===== src/rtl/mem_access_stage_pkg.sv =====
// Shared width codes, write-back source codes and FSM state type for the
// memory-access stage.
package mem_access_stage_pkg;

  localparam logic [1:0] MEM_BYTE = 2'd0;
  localparam logic [1:0] MEM_HALF = 2'd1;
  localparam logic [1:0] MEM_WORD = 2'd2;

  localparam logic [1:0] WB_ALU  = 2'd0;
  localparam logic [1:0] WB_MEM  = 2'd1;
  localparam logic [1:0] WB_PC   = 2'd2;
  localparam logic [1:0] WB_NONE = 2'd3;

  typedef enum logic {
    IDLE   = 1'b0,
    ACCESS = 1'b1
  } state_t;

endpackage


===== src/rtl/mem_lane_align.sv =====
// Byte-lane steering for the data-memory port: store replication/strobes and
// load extract with sign or zero extension. Width code 3 behaves as a word.
module mem_lane_align
  import mem_access_stage_pkg::*;
(
  input  logic [1:0]  st_width,
  input  logic [1:0]  st_addr_lo,
  input  logic [31:0] st_data,
  output logic [31:0] st_wdata,
  output logic [3:0]  st_wstrb,
  input  logic [1:0]  ld_width,
  input  logic [1:0]  ld_addr_lo,
  input  logic        ld_sign,
  input  logic [31:0] ld_rdata,
  output logic [31:0] ld_data
);

  logic [7:0]  ld_byte;
  logic [15:0] ld_half;

  assign ld_byte = ld_rdata[{ld_addr_lo, 3'b000} +: 8];
  assign ld_half = ld_rdata[{ld_addr_lo[1], 4'b0000} +: 16];

  always_comb begin
    st_wdata = st_data;
    st_wstrb = 4'hF;
    case (st_width)
      MEM_BYTE: begin
        st_wdata = {4{st_data[7:0]}};
        st_wstrb = 4'b0001 << st_addr_lo;
      end
      MEM_HALF: begin
        st_wdata = {2{st_data[15:0]}};
        st_wstrb = 4'b0011 << {st_addr_lo[1], 1'b0};
      end
      default: ;
    endcase
  end

  always_comb begin
    ld_data = ld_rdata;
    case (ld_width)
      MEM_BYTE: ld_data = {{24{ld_sign & ld_byte[7]}}, ld_byte};
      MEM_HALF: ld_data = {{16{ld_sign & ld_half[15]}}, ld_half};
      default:  ;
    endcase
  end

endmodule


===== src/rtl/mem_access_stage.sv =====
// MEM stage: performs the data-memory access over a req/ack port, stalls
// upstream while it is outstanding and registers the MEM/WB result.
// Define MEM_MISALIGN_TRAP_EN to trap misaligned half/word accesses (misalign_o).
//
// state  | meaning
// IDLE   | accept EX/MEM entry; non-memory ops write back on the next edge
// ACCESS | request outstanding; wait for dmem_ack_i or timeout
module mem_access_stage
  import mem_access_stage_pkg::*;
#(
  parameter int unsigned MAX_WAIT = 255
) (
  input  logic        clk,
  input  logic        rst_n,
  input  logic        valid_i,
  input  logic [31:0] advance_pc_i,
  input  logic [31:0] alu_result_i,
  input  logic [31:0] reg_2_data_i,
  input  logic [4:0]  reg_write_data_addr_i,
  input  logic [1:0]  mem_width_i,
  input  logic        mem_sign_extend_i,
  input  logic [1:0]  reg_src_i,
  input  logic        mem_write_i,
  output logic        stall_o,
  output logic        dmem_req_o,
  output logic        dmem_we_o,
  output logic [29:0] dmem_addr_o,
  output logic [31:0] dmem_wdata_o,
  output logic [3:0]  dmem_wstrb_o,
  input  logic        dmem_ack_i,
  input  logic [31:0] dmem_rdata_i,
  output logic        wb_we_o,
  output logic [4:0]  wb_addr_o,
  output logic [31:0] wb_data_o,
`ifdef MEM_MISALIGN_TRAP_EN
  output logic        misalign_o,
`endif
  output logic        bus_err_o
);

  localparam logic [7:0] WAIT_LAST = 8'(MAX_WAIT - 1);

  state_t      state, state_nxt;
  logic [7:0]  wait_cnt;
  logic        mem_op, trap, timeout;
  logic        lat_load, lat_sign;
  logic [4:0]  lat_rd;
  logic [1:0]  lat_width, lat_lo;
  logic [31:0] st_wdata, ld_data, wb_sel_data;
  logic [3:0]  st_wstrb;

  assign mem_op = valid_i & (mem_write_i | (reg_src_i == WB_MEM));

`ifdef MEM_MISALIGN_TRAP_EN
  logic misaligned;
  assign misaligned = ((mem_width_i == MEM_HALF) & alu_result_i[0]) |
                      (mem_width_i[1] & (alu_result_i[1:0] != 2'b00));
  assign trap = mem_op & misaligned;
`else
  assign trap = 1'b0;
`endif

  mem_lane_align u_lane_align (
    .st_width   (mem_width_i),
    .st_addr_lo (alu_result_i[1:0]),
    .st_data    (reg_2_data_i),
    .st_wdata   (st_wdata),
    .st_wstrb   (st_wstrb),
    .ld_width   (lat_width),
    .ld_addr_lo (lat_lo),
    .ld_sign    (lat_sign),
    .ld_rdata   (dmem_rdata_i),
    .ld_data    (ld_data)
  );

  always_comb begin
    case (reg_src_i)
      WB_ALU:  wb_sel_data = alu_result_i;
      WB_PC:   wb_sel_data = advance_pc_i;
      default: wb_sel_data = 32'h0;
    endcase
  end

  always_ff @(posedge clk or negedge rst_n) begin
    if (!rst_n) state <= IDLE;
    else        state <= state_nxt;
  end

  always_comb begin
    state_nxt = state;
    stall_o   = 1'b0;
    timeout   = 1'b0;
    case (state)
      IDLE: begin
        if (mem_op && !trap) begin
          stall_o   = 1'b1;
          state_nxt = ACCESS;
        end
      end
      ACCESS: begin
        timeout = !dmem_ack_i && (wait_cnt == WAIT_LAST);
        stall_o = !dmem_ack_i && !timeout;
        if (dmem_ack_i || timeout) state_nxt = IDLE;
      end
      default: state_nxt = IDLE;
    endcase
  end

  always_ff @(posedge clk or negedge rst_n) begin
    if (!rst_n) begin
      wait_cnt     <= 8'd0;
      dmem_req_o   <= 1'b0;
      dmem_we_o    <= 1'b0;
      dmem_addr_o  <= 30'd0;
      dmem_wdata_o <= 32'h0;
      dmem_wstrb_o <= 4'h0;
      lat_load     <= 1'b0;
      lat_sign     <= 1'b0;
      lat_rd       <= 5'd0;
      lat_width    <= 2'd0;
      lat_lo       <= 2'd0;
      wb_we_o      <= 1'b0;
      wb_addr_o    <= 5'd0;
      wb_data_o    <= 32'h0;
      bus_err_o    <= 1'b0;
`ifdef MEM_MISALIGN_TRAP_EN
      misalign_o   <= 1'b0;
`endif
    end else begin
      bus_err_o <= 1'b0;
`ifdef MEM_MISALIGN_TRAP_EN
      misalign_o <= trap;
`endif
      case (state)
        IDLE: begin
          wait_cnt <= 8'd0;
          if (mem_op && !trap) begin
            dmem_req_o   <= 1'b1;
            dmem_we_o    <= mem_write_i;
            dmem_addr_o  <= alu_result_i[31:2];
            dmem_wdata_o <= st_wdata;
            dmem_wstrb_o <= mem_write_i ? st_wstrb : 4'h0;
            lat_load     <= !mem_write_i;
            lat_sign     <= mem_sign_extend_i;
            lat_rd       <= reg_write_data_addr_i;
            lat_width    <= mem_width_i;
            lat_lo       <= alu_result_i[1:0];
            wb_we_o      <= 1'b0;
          end else begin
            // A trapped access is a memory op, so it never writes back.
            wb_we_o   <= valid_i && !mem_op && (reg_src_i != WB_NONE) &&
                         (reg_write_data_addr_i != 5'd0);
            wb_addr_o <= reg_write_data_addr_i;
            wb_data_o <= wb_sel_data;
          end
        end
        ACCESS: begin
          if (dmem_ack_i || timeout) begin
            dmem_req_o <= 1'b0;
            wait_cnt   <= 8'd0;
            bus_err_o  <= timeout;
            wb_we_o    <= lat_load && (lat_rd != 5'd0);
            wb_addr_o  <= lat_rd;
            wb_data_o  <= dmem_ack_i ? ld_data : 32'h0;
          end else begin
            wait_cnt <= wait_cnt + 8'd1;
            wb_we_o  <= 1'b0;
          end
        end
        default: ;
      endcase
    end
  end

endmodule

===== config.mk =====
export PLATFORM = sky130hd
export DESIGN_NAME = mem_access_stage
export DESIGN_NICKNAME = d
export VERILOG_FILES = /design/src/rtl/mem_access_stage_pkg.sv /design/src/rtl/mem_lane_align.sv /design/src/rtl/mem_access_stage.sv
export SDC_FILE = /design/constraint.sdc
export NUM_CORES = 1
export LEC_CHECK = 0
export CAP_MARGIN = 25
export CORE_MARGIN = 2
export CORE_UTILIZATION = 40
export DETAILED_ROUTE_END_ITERATION = 12
export PLACE_DENSITY = 0.81
export SETUP_SLACK_MARGIN = 0.1
export SYNTH_ARGS = -nofsm -noshare
export SYNTH_HDL_FRONTEND = slang
export SYNTH_SLANG_ARGS = --single-unit

===== constraint.sdc =====
create_clock -name clk -period 4.8 [get_ports clk]
set_input_delay 0.96 -clock clk [delete_from_list [all_inputs] [get_ports clk]]
set_output_delay 0.96 -clock clk [all_outputs]
set_load 0.005 [all_outputs]

Yosys cells after proc, flatten, opt, wreduce, memory -nomap -nowiden --
Cells that the tools add are included. W data, S select, Z words.
Word-level totals: register bits 127, input port bits 143
Operators by class: $add $sub $neg 1, equal/unequal tests 9, shift-type cells 4, muxes and demuxes 27, bitwise operators 5, reductions and logical operators 20
Operators with widths (count):
- $pmux W32 S2 | 4
- $mux W32 | 3
- $shiftx A32 B6 Y16 | 1
- $shiftx A32 B6 Y8 | 1
- $pmux W8 S2 | 1
- $mux W5 | 2
- $pmux W5 S2 | 1
- $reduce_bool A5 Y1 | 2
- $mux W1 | 9
- $add A8 B1 Y8 const B | 1
- $eq A8 B8 Y1 const B | 1
- $mux W8 | 1
- $pmux W1 S2 | 4
- $pmux W4 S2 | 1
- $eq A2 B1 Y1 const B | 3
- $logic_and A1 B1 Y1 | 6
- $logic_not A2 Y1 | 3
- $ne A2 B2 Y1 const B | 3
- $reduce_and A2 Y1 | 3
- $logic_not A1 Y1 | 4
- $mux W4 | 1
- $shl A1 B2 Y4 const A | 1
- $shl A2 B2 Y4 const A | 1
- $and A1 B1 Y1 | 3
- other kinds (5) | 6

Depth between registers and ports, before layout --
depth in word-level cells 9, mapped depth 8, mapped depth without buffers 6

Modules after synthesis --
From an unflattened synthesis, not the netlist that was laid out.
Unflattened totals: cells, all modules 580, area, all modules 6782.8 um^2
By module, submodules not included:
- mem_access_stage | instances 1, cells an instance 423, area each 5616.6 um^2, sequential area each 3178.0 um^2
- mem_lane_align | instances 1, cells an instance 157, area each 1166.1 um^2, sequential area each 0.0 um^2

Least setup slack after synthesis --
OpenSTA, ideal clock, no wires.
path type input-to-output, from in reg_src_i[0], to out stall_o, data arrival time 1725 ps, path slack 2115 ps, stages 6, cell sequence buf_6 nor2b_4 o21ai_1 and2_1 buf_2 inv_1
On the way: cells in the longest elaborated chain, start to end 5
RTL lines:
- start, declared | line mem_access_stage.sv:22 | input logic [1:0] reg_src_i,
- $eq A2 B1 Y1 | line mem_access_stage.sv:52 | assign mem_op = valid_i & (mem_write_i | (reg_src_i == WB_MEM));
- $or A1 B1 Y1 | line mem_access_stage.sv:52
- $and A1 B1 Y1 | line mem_access_stage.sv:52
- $mux W1 | line mem_access_stage.sv:95 | if (mem_op && !trap) begin
- $pmux W1 S2 | line mem_access_stage.sv:93 | case (state)
- end, declared | line mem_access_stage.sv:24 | output logic stall_o,
Every way passes these cells.

Final worst setup path --
Ends and elaborated chain as after synthesis.

==> results.cfg <==
[place]
hpwl_um = 14700
placed_cell_area_mm2 = 0.00902
dp_cells = 1109
io_buffers = 250
place_congestion = 0.818

[worst_setup_path]
worst-path-max-fanout = 9
worst-path-buf-inv = 3
arrival_ps = 2690
worstSetupEndpointType = output pin
max_stage_delay_ps = 640
required_ps = 3840
critPathTopFamily = buffers and inverters
critPathSlowestCell = clkdlybuf4s50_1
crit_chain = clkdlybuf4s50_1 > nor2b_4 > o21ai_4 > and2_1 > inv_1 > clkdlybuf4s50_1
startpoint_type = primary input
worstSetupPathType = in2out
path_common_cell = clkdlybuf4s50_1

[clock_tree]
clk_pin_slew_ps = 50
cts_root_buf = clkbuf_16
post_cts_buffers = 0
numClockSinks = 127
cts_resized = 0
cts_max_path_buffers = 2
htreeDepth = 4
cts_buffers = 17
clk_latency_ps = 410
cts_tree = yes
ctsHoldBuffers = 0

[cells_and_area]
synthToLayoutAreaGrowth_pct = 49.7
stdcell_area_mm2 = 0.00962
instances_no_fill = 1140
n_antenna_cell = 0
fin_nets = 1057
drive_gt1_share_pct = 8.01

[job]
cap_violations = 0

[sta]
holdWs_ps = 471
worst_pin_slew_ps = 1010
fmax_mhz = 274
min_period_over_period_pct = 76.1
finalHoldViolCount = 0
layout_min_cycle_time_ps = 3650
clock_skew_ps = 6.15
drv_slew = 0
slew_headroom_pct = 32.6
fin_tns_setup_ps = 0
rsz0062_at_grt = false
setup_violations = 0

[global_routing]
grtUsageMet3_pct = 7.17
grt.total_usage_pct = 24.6
first_global_vias = 5904
grt_first_pass_wirelength_um = 32000
grt-ovfl-total = 0
grt_use_met2_pct = 40.5
busiest_layer = met2
use_met1_pct = 30.7
antenna_found_initial = 0
grt_max_degree = 98

[pwr]
irDropWorstVdd_mv = 0.225
powerDensity_mw_per_mm2 = 407
power_leakage_nw = 4.22

[worst_hold_path]
min_path_type = reg2reg

[floorplanning]
fp.dieH_um = 131
core_area_mm2 = 0.0158
io_pins = 251
num_rows = 46
start_util_pct = 40.7
die_area_mm2 = 0.0171
die_w_um = 131

[synth]
ys_types = 45
synth_cells = 687
seq_area_frac_synth_pct = 49.5
ys_ff_latch = 127
synthesis.area_mm2 = 0.00642
syn_nets = 832
yosysWarnings = 0
syn_avg_cell_area_um2 = 9.35

[outcome]
status = finished clean

[drt]
dr_total_vias = 5933
antenna_left = 0
viasPerCell = 5.20
routed_wl_um = 21100
dr.pass1.iters = 4
drc_errors = 0
drt_iter0_markers = 399
wl_per_cell_um = 18.5
## layout make-up
cell class	instances	area (um2)
fillers	1391	6150
repair buffers	258	2560
clock buffers	26	499
well taps	216	270
flip-flops and latches	127	3180
multi-input cells	494	2960
clock inverters	5	103
inverters	14	52.6
## through the flow
| step | setup slack, ps | util (%) | power (mW) |
|---|---|---|---|
| 3_5_place_dp | 1160 | 57.2 | 2.61 |
| 6_report | 1150 | 61.0 | 3.92 |
| 5_1_grt | 1060 | 61.0 | 4.12 |
| 3_3_place_gp | 1200 | 57.2 | 2.58 |
| 2_1_floorplan | 2120 | - | 1.90 |
| 4_1_cts | 1150 | 61.0 | 3.95 |
## cells in the final DEF (no fill, tap or decap), types with 3 or more instances in the layout
cell and instances:
clkbuf_8 4, a21oi_1 53, mux2i_1 54, xor2_1 5, a31oi_1 25, o221ai_1 14
nand2_1 180, clkdlybuf4s50_1 248, a22oi_1 16, mux2_2 24, clkbuf_1 5, nor2_1 20
o21ai_0 50, inv_1 14, nand3_1 4, bufinv_16 3, clkbuf_16 17, nand2b_1 3
nor2b_1 8, dfrtp_1 127, or4_1 7, buf_4 8
## cells by family after synthesis
family / after synthesis / synth area share [%]
fa+ha+maj: 2 / 0.389
simple gates: 239 / 15.9
xor+xnor: 6 / 0.818
flops: 127 / 49.5
mux: 78 / 12.6
buf+inv: 66 / 4.87
compound gates: 169 / 15.9
## state kept, by name, indices dropped and copies added, names as in the netlist
signal / flops
dmem_wdata_o: 32
wb_data_o: 32
dmem_addr_o: 30
wait_cnt: 8
lat_rd: 5
wb_addr_o: 5
dmem_wstrb_o: 4
lat_lo: 2
lat_width: 2
bus_err_o: 1
dmem_req_o: 1
dmem_we_o: 1
lat_load: 1
lat_sign: 1
state: 1
wb_we_o: 1
## layer usage
metal,vias to the layer above,wire length [um]
met1,2808,8550
met2,239,10200
met3,44,1780
met4,0,565
met5,-,0
li1,2842,-
## path summary, 6_finish.rpt
| path | cells past startpoint | from | end | slack [ps] |
|---|---|---|---|---|
| max | 6 | reg_src_i[0] | stall_o | 1150 |
| min | 2 | dmem_addr_o[17]$_DFFE_PN0P_ | dmem_addr_o[17]$_DFFE_PN0P_ | 470 |
| max reg2reg | 6 | state$_DFF_PN0_ | wb_data_o[17]$_DFFE_PN0P_ | 2030 |
| min reg2reg | 2 | dmem_addr_o[17]$_DFFE_PN0P_ | dmem_addr_o[17]$_DFFE_PN0P_ | 470 |
| max in group asynchronous | 2 | rst_n | dmem_wdata_o[7]$_DFFE_PN0P_ | 3230 |
| min in group asynchronous | 1 | rst_n | dmem_addr_o[1]$_DFFE_PN0P_ | 620 |
## Yosys cell counts (all sizes together)
master / number / share of area, %
nand2: 180 / 11
dfrtp: 127 / 49
a21oi: 54 / 4.3
mux2i: 54 / 8.4
o21ai: 51 / 4.0
buf: 31 / 2.8
a31oi: 25 / 2.4
mux2: 24 / 4.2
nor2: 22 / 1.3
clkbuf: 21 / 1.2
a22oi: 16 / 1.9
o221ai: 16 / 2.4
inv: 14 / 0.82
nor2b: 10 / 1.1
or4: 9 / 1.2
xor2: 5 / 0.68
nand3: 4 / 0.31
nand2b: 3 / 0.29
nand4: 3 / 0.39
o21a: 3 / 0.47
and2: 2 / 0.19
and3: 2 / 0.19
ha: 2 / 0.39
and4: 1 / 0.14
nor3: 1 / 0.078
nor3b: 1 / 0.12
o2111ai: 1 / 0.14
o21ba: 1 / 0.16
o21bai: 1 / 0.12
o22ai: 1 / 0.097
or2: 1 / 0.097
xnor2: 1 / 0.14
## worst register-to-register path, delay by kind of cell, from the launching register on
family / cells / cell delay (ps)
AOI/OAI and AO/OA: 3 / 580
buffers and inverters: 2 / 1120
DFF: 1 / 810
and+or+nand+nor: 1 / 180
## report_power, final
part | internal [mW] | total [mW] | switching [mW]
combinational | 0.648 | 1.14 | 0.488
sequential | 1.30 | 1.45 | 0.157
clock | 0.869 | 1.33 | 0.457
total | 2.81 | 3.92 | 1.10
Note: power is estimated with default switching activity, not from simulation.
